$ cat config.mk
export PLATFORM = sky130hd
export DESIGN_NAME = board_io_ctrl
export DESIGN_NICKNAME = d
export VERILOG_FILES = /design/src/rtl/board_io_ctrl.sv
export SDC_FILE = /design/constraint.sdc
export NUM_CORES = 1
export LEC_CHECK = 0
export ABC_CLOCK_PERIOD_IN_PS = 1800
export CAP_MARGIN = 40
export CORE_MARGIN = 2
export CORE_UTILIZATION = 50
export CTS_BUF_LIST = sky130_fd_sc_hd__clkbuf_4 sky130_fd_sc_hd__clkbuf_8
export CTS_CLUSTER_DIAMETER = 150
export DETAILED_ROUTE_END_ITERATION = 6
export MAX_ROUTING_LAYER = met4
export PLACE_DENSITY = 0.78
export SETUP_SLACK_MARGIN = 0.1
export SLEW_MARGIN = 40
export SYNTH_ARGS = -nofsm -noshare
export SYNTH_HDL_FRONTEND = slang
export SYNTH_SLANG_ARGS = --single-unit
export TNS_END_PERCENT = 10
$ cat constraint.sdc
create_clock -name SI_ClkIn -period 1.8 [get_ports SI_ClkIn]
set_input_delay 0.18 -clock SI_ClkIn [delete_from_list [all_inputs] [get_ports SI_ClkIn]]
set_output_delay 0.18 -clock SI_ClkIn [all_outputs]
set_load 0.03 [all_outputs]
$ cat src/rtl/board_io_ctrl.sv
// rtl/board_io_ctrl.sv - board switch/pushbutton/LED register block
// Synchronizes switches, debounces buttons into sticky press events, drives LEDs.
module board_io_ctrl #(
  parameter int SW_W      = 18,
  parameter int PB_W      = 4,
  parameter int LEDR_W    = 18,
  parameter int LEDG_W    = 9,
  parameter int DB_CYCLES = 500000
) (
  input  logic              SI_ClkIn,
  input  logic              SI_Reset_N,
  input  logic [SW_W-1:0]   sw_in,
  input  logic [PB_W-1:0]   pb_n_in,
  input  logic [1:0]        addr,
  input  logic              wr_en,
  input  logic              rd_en,
  input  logic [31:0]       wdata,
  output logic [31:0]       rdata,
  output logic [LEDR_W-1:0] ledr,
  output logic [LEDG_W-1:0] ledg,
  output logic              pb_irq
);
  localparam int CW = $clog2(DB_CYCLES);
  localparam logic [CW-1:0] CNT_LAST = CW'(DB_CYCLES - 1);
  localparam logic [1:0] ADDR_SW  = 2'd0;
  localparam logic [1:0] ADDR_PB  = 2'd1;
  localparam logic [1:0] ADDR_EVT = 2'd2;
  localparam logic [1:0] ADDR_LED = 2'd3;

  logic [SW_W-1:0]          sw_meta_q, sw_meta_d, sw_sync_q, sw_sync_d;
  logic [PB_W-1:0]          pb_meta_q, pb_meta_d, pb_sync_q, pb_sync_d;
  logic [PB_W-1:0]          pb_stable_q, pb_stable_d, pb_event_q, pb_event_d;
  logic [PB_W-1:0][CW-1:0]  db_cnt_q, db_cnt_d;
  logic [LEDR_W-1:0]        ledr_q, ledr_d;
  logic [LEDG_W-1:0]        ledg_q, ledg_d;
  logic [31:0]              rdata_q, rdata_d, rd_sel;
  logic                     pb_irq_q, pb_irq_d;
  logic [PB_W-1:0]          pb_rise, ev_clr;
  logic                     unused_wdata;

  assign unused_wdata = ^wdata;

  always_comb begin
    sw_meta_d   = sw_in;
    sw_sync_d   = sw_meta_q;
    pb_meta_d   = ~pb_n_in;
    pb_sync_d   = pb_meta_q;
    pb_stable_d = pb_stable_q;
    db_cnt_d    = db_cnt_q;
    // Counter only runs while the synchronized input disagrees with the stable state.
    for (int i = 0; i < PB_W; i++) begin
      if (pb_sync_q[i] == pb_stable_q[i]) begin
        db_cnt_d[i] = '0;
      end else if (db_cnt_q[i] == CNT_LAST) begin
        db_cnt_d[i]    = '0;
        pb_stable_d[i] = ~pb_stable_q[i];
      end else begin
        db_cnt_d[i] = db_cnt_q[i] + CW'(1);
      end
    end
  end

  always_comb begin
    pb_rise    = pb_stable_d & ~pb_stable_q;
    ev_clr     = (wr_en && addr == ADDR_EVT) ? wdata[PB_W-1:0] : '0;
    // A press landing on the clearing edge survives the clear.
    pb_event_d = (pb_event_q & ~ev_clr) | pb_rise;
    pb_irq_d   = |pb_event_q;
    ledr_d     = ledr_q;
    ledg_d     = ledg_q;
    if (wr_en && addr == ADDR_LED) begin
      ledr_d = wdata[LEDR_W-1:0];
      ledg_d = wdata[LEDR_W +: LEDG_W];
    end
  end

  always_comb begin
    rd_sel = '0;
    case (addr)
      ADDR_SW:  rd_sel[SW_W-1:0] = sw_sync_q;
      ADDR_PB:  rd_sel[PB_W-1:0] = pb_stable_q;
      ADDR_EVT: rd_sel[PB_W-1:0] = pb_event_q;
      default: begin
        rd_sel[LEDR_W-1:0]       = ledr_q;
        rd_sel[LEDR_W +: LEDG_W] = ledg_q;
      end
    endcase
    rdata_d = rd_en ? rd_sel : rdata_q;
  end

  always_ff @(posedge SI_ClkIn or negedge SI_Reset_N) begin
    if (!SI_Reset_N) begin
      sw_meta_q   <= '0;
      sw_sync_q   <= '0;
      pb_meta_q   <= '0;
      pb_sync_q   <= '0;
      pb_stable_q <= '0;
      pb_event_q  <= '0;
      db_cnt_q    <= '0;
      ledr_q      <= '0;
      ledg_q      <= '0;
      rdata_q     <= '0;
      pb_irq_q    <= 1'b0;
    end else begin
      sw_meta_q   <= sw_meta_d;
      sw_sync_q   <= sw_sync_d;
      pb_meta_q   <= pb_meta_d;
      pb_sync_q   <= pb_sync_d;
      pb_stable_q <= pb_stable_d;
      pb_event_q  <= pb_event_d;
      db_cnt_q    <= db_cnt_d;
      ledr_q      <= ledr_d;
      ledg_q      <= ledg_d;
      rdata_q     <= rdata_d;
      pb_irq_q    <= pb_irq_d;
    end
  end

  assign rdata  = rdata_q;
  assign ledr   = ledr_q;
  assign ledg   = ledg_q;
  assign pb_irq = pb_irq_q;

endmodule

# After elaboration in Yosys (flattened, before gate mapping)
# Index checks and enable logic that the tools add are counted.
[totals]
register_bits = 183
input_bits = 60
out_inout_bits = 60
wordCells = 65
[op_classes]
addsub = 4
eq_ne = 11
muxes = 20
n_bitwise = 10
n_reduce_logical = 6
[ops]
columns = ["op", "n"]
rows = [
  ["$mux W19", 8],
  ["$add A19 B1 Y19 const B", 4],
  ["$eq A19 B19 Y1 const B", 4],
  ["$pmux W14 S2", 1],
  ["$not A4 Y4", 3],
  ["$pmux W4 S3", 1],
  ["$mux W9", 1],
  ["$and A4 B4 Y4", 2],
  ["$mux W1", 8],
  ["$eq A1 B1 Y1", 4],
  ["$eq A2 B2 Y1 const B", 2],
  ["$mux W4", 1],
  ["$not A1 Y1", 4],
  ["$or A4 B4 Y4", 1],
  ["$reduce_or A4 Y1", 1],
  ["$reduce_or A3 Y1", 1],
  ["$eq A2 B1 Y1 const B", 1],
  ["$logic_and A1 B1 Y1", 2],
  ["$logic_not A2 Y1", 1],
  ["$reduce_or A2 Y1", 1],
]

# Depth between registers and ports, before layout
[logic_depth]
depth_word = 6
mapped_depth = 7
ltp_nobuf = 5

# Worst setup path before layout
# OpenSTA, ideal clock, no wires.
[synth_path]
path_kind = "reg-to-reg"
from = "register db_cnt_q[0] (netlist bit)"
to = "register db_cnt_q[18] (netlist bit)"
arrival_time_ps = 1777
slack_ps = -54
stages_incl_launch_ff = 6
synth_period_minus_slack_ps = 1854
cell_sequence = "dfrtp_1 ha_1 nand4_2 or4_1 or3_1 a21oi_1"
[synth_rtl]
columns = ["item", "line_no", "text"]
rows = [
  ["start: declaration", "33", "logic [PB_W-1:0][CW-1:0] db_cnt_q, db_cnt_d;"],
  ["start signal: assignment", "111", "db_cnt_q <= db_cnt_d;"],
]

# Worst setup path after layout
[layout_path]
from = "register db_cnt_q[33] (netlist bit)"
to = "register pb_stable_q[1]"
[layout_between]
elab_chain_len = 3
[layout_lines]
columns = ["item", "line_no", "text"]
rows = [
  ["$eq A19 B19 Y1", "54", "end else if (db_cnt_q[i] == CNT_LAST) begin"],
  ["$mux W1", "54", ""],
  ["$mux W1", "52", "if (pb_sync_q[i] == pb_stable_q[i]) begin"],
  ["named net pb_stable_d[1]", "32", "logic [PB_W-1:0] pb_stable_q, pb_stable_d, pb_event_q, pb_event_d;"],
  ["end signal: assignment", "109", "pb_stable_q <= pb_stable_d;"],
  ["end: declaration", "32", ""],
]
# The timed path passes the listed nets, and every way through them passes these cells.
# A chain may end at the register's enable or synchronous reset.

==> metrics.md <==
| Metric | Value |
|---|---|
| Non-Filler Instances | `between 1000 and 1500` |
| I/O Pins | `120` |
| Row count | `45` |
| Syn_area_per_cell | `11.45 um^2` |
| Ys Warns | `0` |
| Clock period minus worst slack | `1802 ps` |
| RSZ-0062 raised after global routing | `yes` |
| DR vias | `5661` |
| DR WL/cell | `around 17 um` |
| Placement Setup Slack | `-35.88 ps` |
| Total chip power | `between 8 and 9 mW` |
| Die width | `127.3 um` |
| Synth Cell Area | `7602 um^2` |
| RePlAce Congestion | `0.8614` |
| Largest fanout on the critical path | `2` |
| Die height | `127.3 um` |
| Status | `finished, violations left` |
| Worst hold path type | `input pin to flop` |
| Global-route wire length before repair | `around 28000 um` |
| Cells after Synth | `approximately 660` |
| TritonCTS Buffers | `17` |
| Largest net degree at the start of global routing | `53` |
| Critical setup path kind | `flop to flop` |
| Root Driver | `clkbuf_8` |
| Commonest non-fill, non-tap cell in the layout | `dfrtp_1` |
| Antenna cell count | `0` |
| Core Box Area | `about 15000 um^2` |
| Inst Count DP | `979` |
| Pleak | `4.795 nW` |
| CTS tree | `built` |
| Fin worst setup slack | `-1.503 ps` |
| Clk sinks | `183` |
| Post-synth cell types | `42` |
| Total track usage | `0.2220` |
| Area delta synth->final | `31.96%` |
| Final hold violation count | `0` |
| H-tree depth | `4` |
| Port Buf Inserts | `109` |
| Antenna violations before repair | `0` |
| CP Data Required Time | `2150 ps` |
| DRC | `0` |
| Pwr Density | `853.1 nW/um^2` |
| Max Fclk | `around 0.56 GHz` |
| Vias in the first global route | `5705` |
| CP Capture Type | `flop` |
| Crit-path slowest cell | `or4_4` |
| Crit path top cell by count | `or4_4` |
| Drt pass-1 iters | `5` |
| Crit path DAT | `2150 ps` |
| Design area | `10030 um^2` |
| Die area | `about 16000 um^2` |
| Max Cap Viol | `0` |
| Yosys reg bits | `between 150 and 200` |
| Remaining antenna violation count after routing | `0` |
| Cell Chain, Critical Path | `or4_4 -> or4_4 -> mux2_2` |
| Final Cycle Share | `1.001` |
| Final Max Tran Viols | `0` |
| Slew margin rel. | `0.5432` |
| Starting density of the core | `0.5057` |
| Gr ovfl total | `0` |
| FILL cells | `1031` |
| Commonest non-fill, non-tap cells in the layout | `dfrtp_1 (180), nor2_1 (71), clkdlybuf4s50_1 (53), dlymetal6s2s_1 (53), buf_4 (48)` |
| Clock buffer depth | `2` |
| Setup TNS after final layout | `-1.503 ps` |
| Vias per cell | `about 5.5` |
| Sequential-to-total area share from yosys stat | `0.6024` |
| DP Area | `9221 um^2` |
| Max incr delay on CP | `560 ps` |
| Clk_lat worst skew | `460 ps` |
| Final Setup Violations | `1` |
| Startpoint Class | `flop` |
| Setup Skew | `between 8 and 9 ps` |
| Failing checks | `negative setup slack` |
| Initial DRC count | `363` |
| DP HPWL | `around 12000 um` |
| Worst slew pin tran | `684.5 ps` |
| Layout cells sized above 1 | `0.2024` |
| Worst-path clk slew | `90 ps` |
| Final #Nets | `887` |
| Worst vdd ir | `between 0.0004 and 0.0005 V` |
| Drt total wl | `17460 um` |
## flip-flops by register name (all words and copies together), names as in the netlist
register	flops
db_cnt_q	76
rdata	27
ledr	18
sw_meta_q	18
sw_sync_q	18
ledg	9
pb_event_q	4
pb_meta_q	4
pb_stable_q	4
pb_sync_q	4
pb_irq	1
## where the power goes
part | leakage [nW] | total (mW) | switching, mW | internal [mW]
registers | 2.35 | 4.53 | 0.169 | 4.36
clock network | 0.188 | 2.63 | 1.41 | 1.22
logic | 2.26 | 1.40 | 0.785 | 0.612
total | 4.80 | 8.56 | 2.37 | 6.19
## synthesized netlist by cell type (all sizes together)
cell type / count / share of area
inv: 23 / 0.011
and2: 5 / 0.0041
buf: 13 / 0.010
nand3b: 1 / 0.00099
nor4: 12 / 0.0099
clkbuf: 19 / 0.0095
nor3: 9 / 0.0059
or4: 11 / 0.011
a22o: 1 / 0.0012
conb: 1 / 0.00049
nor4b: 5 / 0.0058
a22oi: 14 / 0.014
xor2: 25 / 0.029
dfrtp: 183 / 0.60
nand4b: 2 / 0.0023
o21ai: 28 / 0.018
or3: 14 / 0.012
nor2: 75 / 0.037
a21boi: 1 / 0.00099
and4: 4 / 0.0046
nand4: 18 / 0.017
and4b: 1 / 0.0013
o31ai: 10 / 0.014
a31o: 1 / 0.0012
and3: 9 / 0.0074
or4b: 1 / 0.0018
or2: 1 / 0.00082
mux2: 32 / 0.047
nand2: 31 / 0.015
nor2b: 1 / 0.00082
nand2b: 5 / 0.0041
nand3: 40 / 0.026
a21oi: 32 / 0.021
mux4: 4 / 0.012
ha: 4 / 0.0066
xnor2: 28 / 0.032
## final cells by class
class                   instances  area [um^2]  area share
clock buffers                  21        282.8     0.02819
well taps                     188        235.2     0.02345
multi-input cells             431         3009      0.3000
flip-flops and latches        183         4583      0.4568
clock inverters                10        97.59    0.009728
repair buffers                167         1738      0.1732
inverters                      23        86.33    0.008606
## final timing paths
check	to	slack (ps)	startpoint	depth (start not counted)
hold reg to reg	pb_sync_q[0]$_DFF_PN0_	350	pb_meta_q[0]$_DFF_PN0_	0
setup reg to reg	pb_stable_q[1]$_DFF_PN0_	-2	db_cnt_q[33]$_DFF_PN0_	3
max in group asynchronous	db_cnt_q[45]$_DFF_PN0_	920	SI_Reset_N	3
setup / recovery	pb_stable_q[1]$_DFF_PN0_	-2	db_cnt_q[33]$_DFF_PN0_	3
hold / removal	sw_meta_q[17]$_DFF_PN0_	150	sw_in[17]	1
min in group asynchronous	rdata[20]$_DFFE_PN0P_	220	SI_Reset_N	2
## routing by layer
| metal | track usage | routed length [um] | up-vias |
|---|---|---|---|
| li1 | - | - | 2626 |
| met5 | - | 0 | - |
| met4 | 0.08080 | 465 | 0 |
| met3 | 0.04439 | 843 | 35 |
| met2 | 0.3586 | 8603 | 166 |
| met1 | 0.2812 | 7544 | 2834 |
## what timing repair did
action,4_1_cts,5_1_grt
resized for setup,8,90
gates cloned,0,1
setup buffers,5,6
setup endpoints to repair,71,128
endpoints found under the hold margin,43,0
hold buffers,1,0
pin swaps,3,14
## critical path: cells and delay by family, from the launching register on
kind | cells | cell delay [ps]
mux | 1 | 280
simple gates | 2 | 1000
flops | 1 | 420
## through the flow
| stage | util | hold WS, ps |
|---|---|---|
| after detailed placement | 0.6134 | 152.6 |
| final | 0.6673 | 148.6 |
| after global placement | 0.6132 | 148.2 |
| after floorplan | - | -115.6 |
| after global routing | 0.6673 | 116.3 |
| after CTS | 0.6438 | 116.8 |
## kinds of logic (layout without fill, tap and decap cells)
family | count (synthesis) | in the layout | share of synthesized area
AND/OR/NAND/NOR | 245 | 245 | 0.1684
flip-flops | 183 | 183 | 0.6024
AO/OA/AOI/OAI | 87 | 88 | 0.07077
buffers and inverters | 55 | 221 | 0.03111
XOR/XNOR | 53 | 53 | 0.06106
multiplexers | 36 | 36 | 0.05925
adder cells (fa/ha/maj) | 4 | 4 | 0.006584
other | 1 | 5 | 0.0004933
Power figures use the tool's default switching activity.
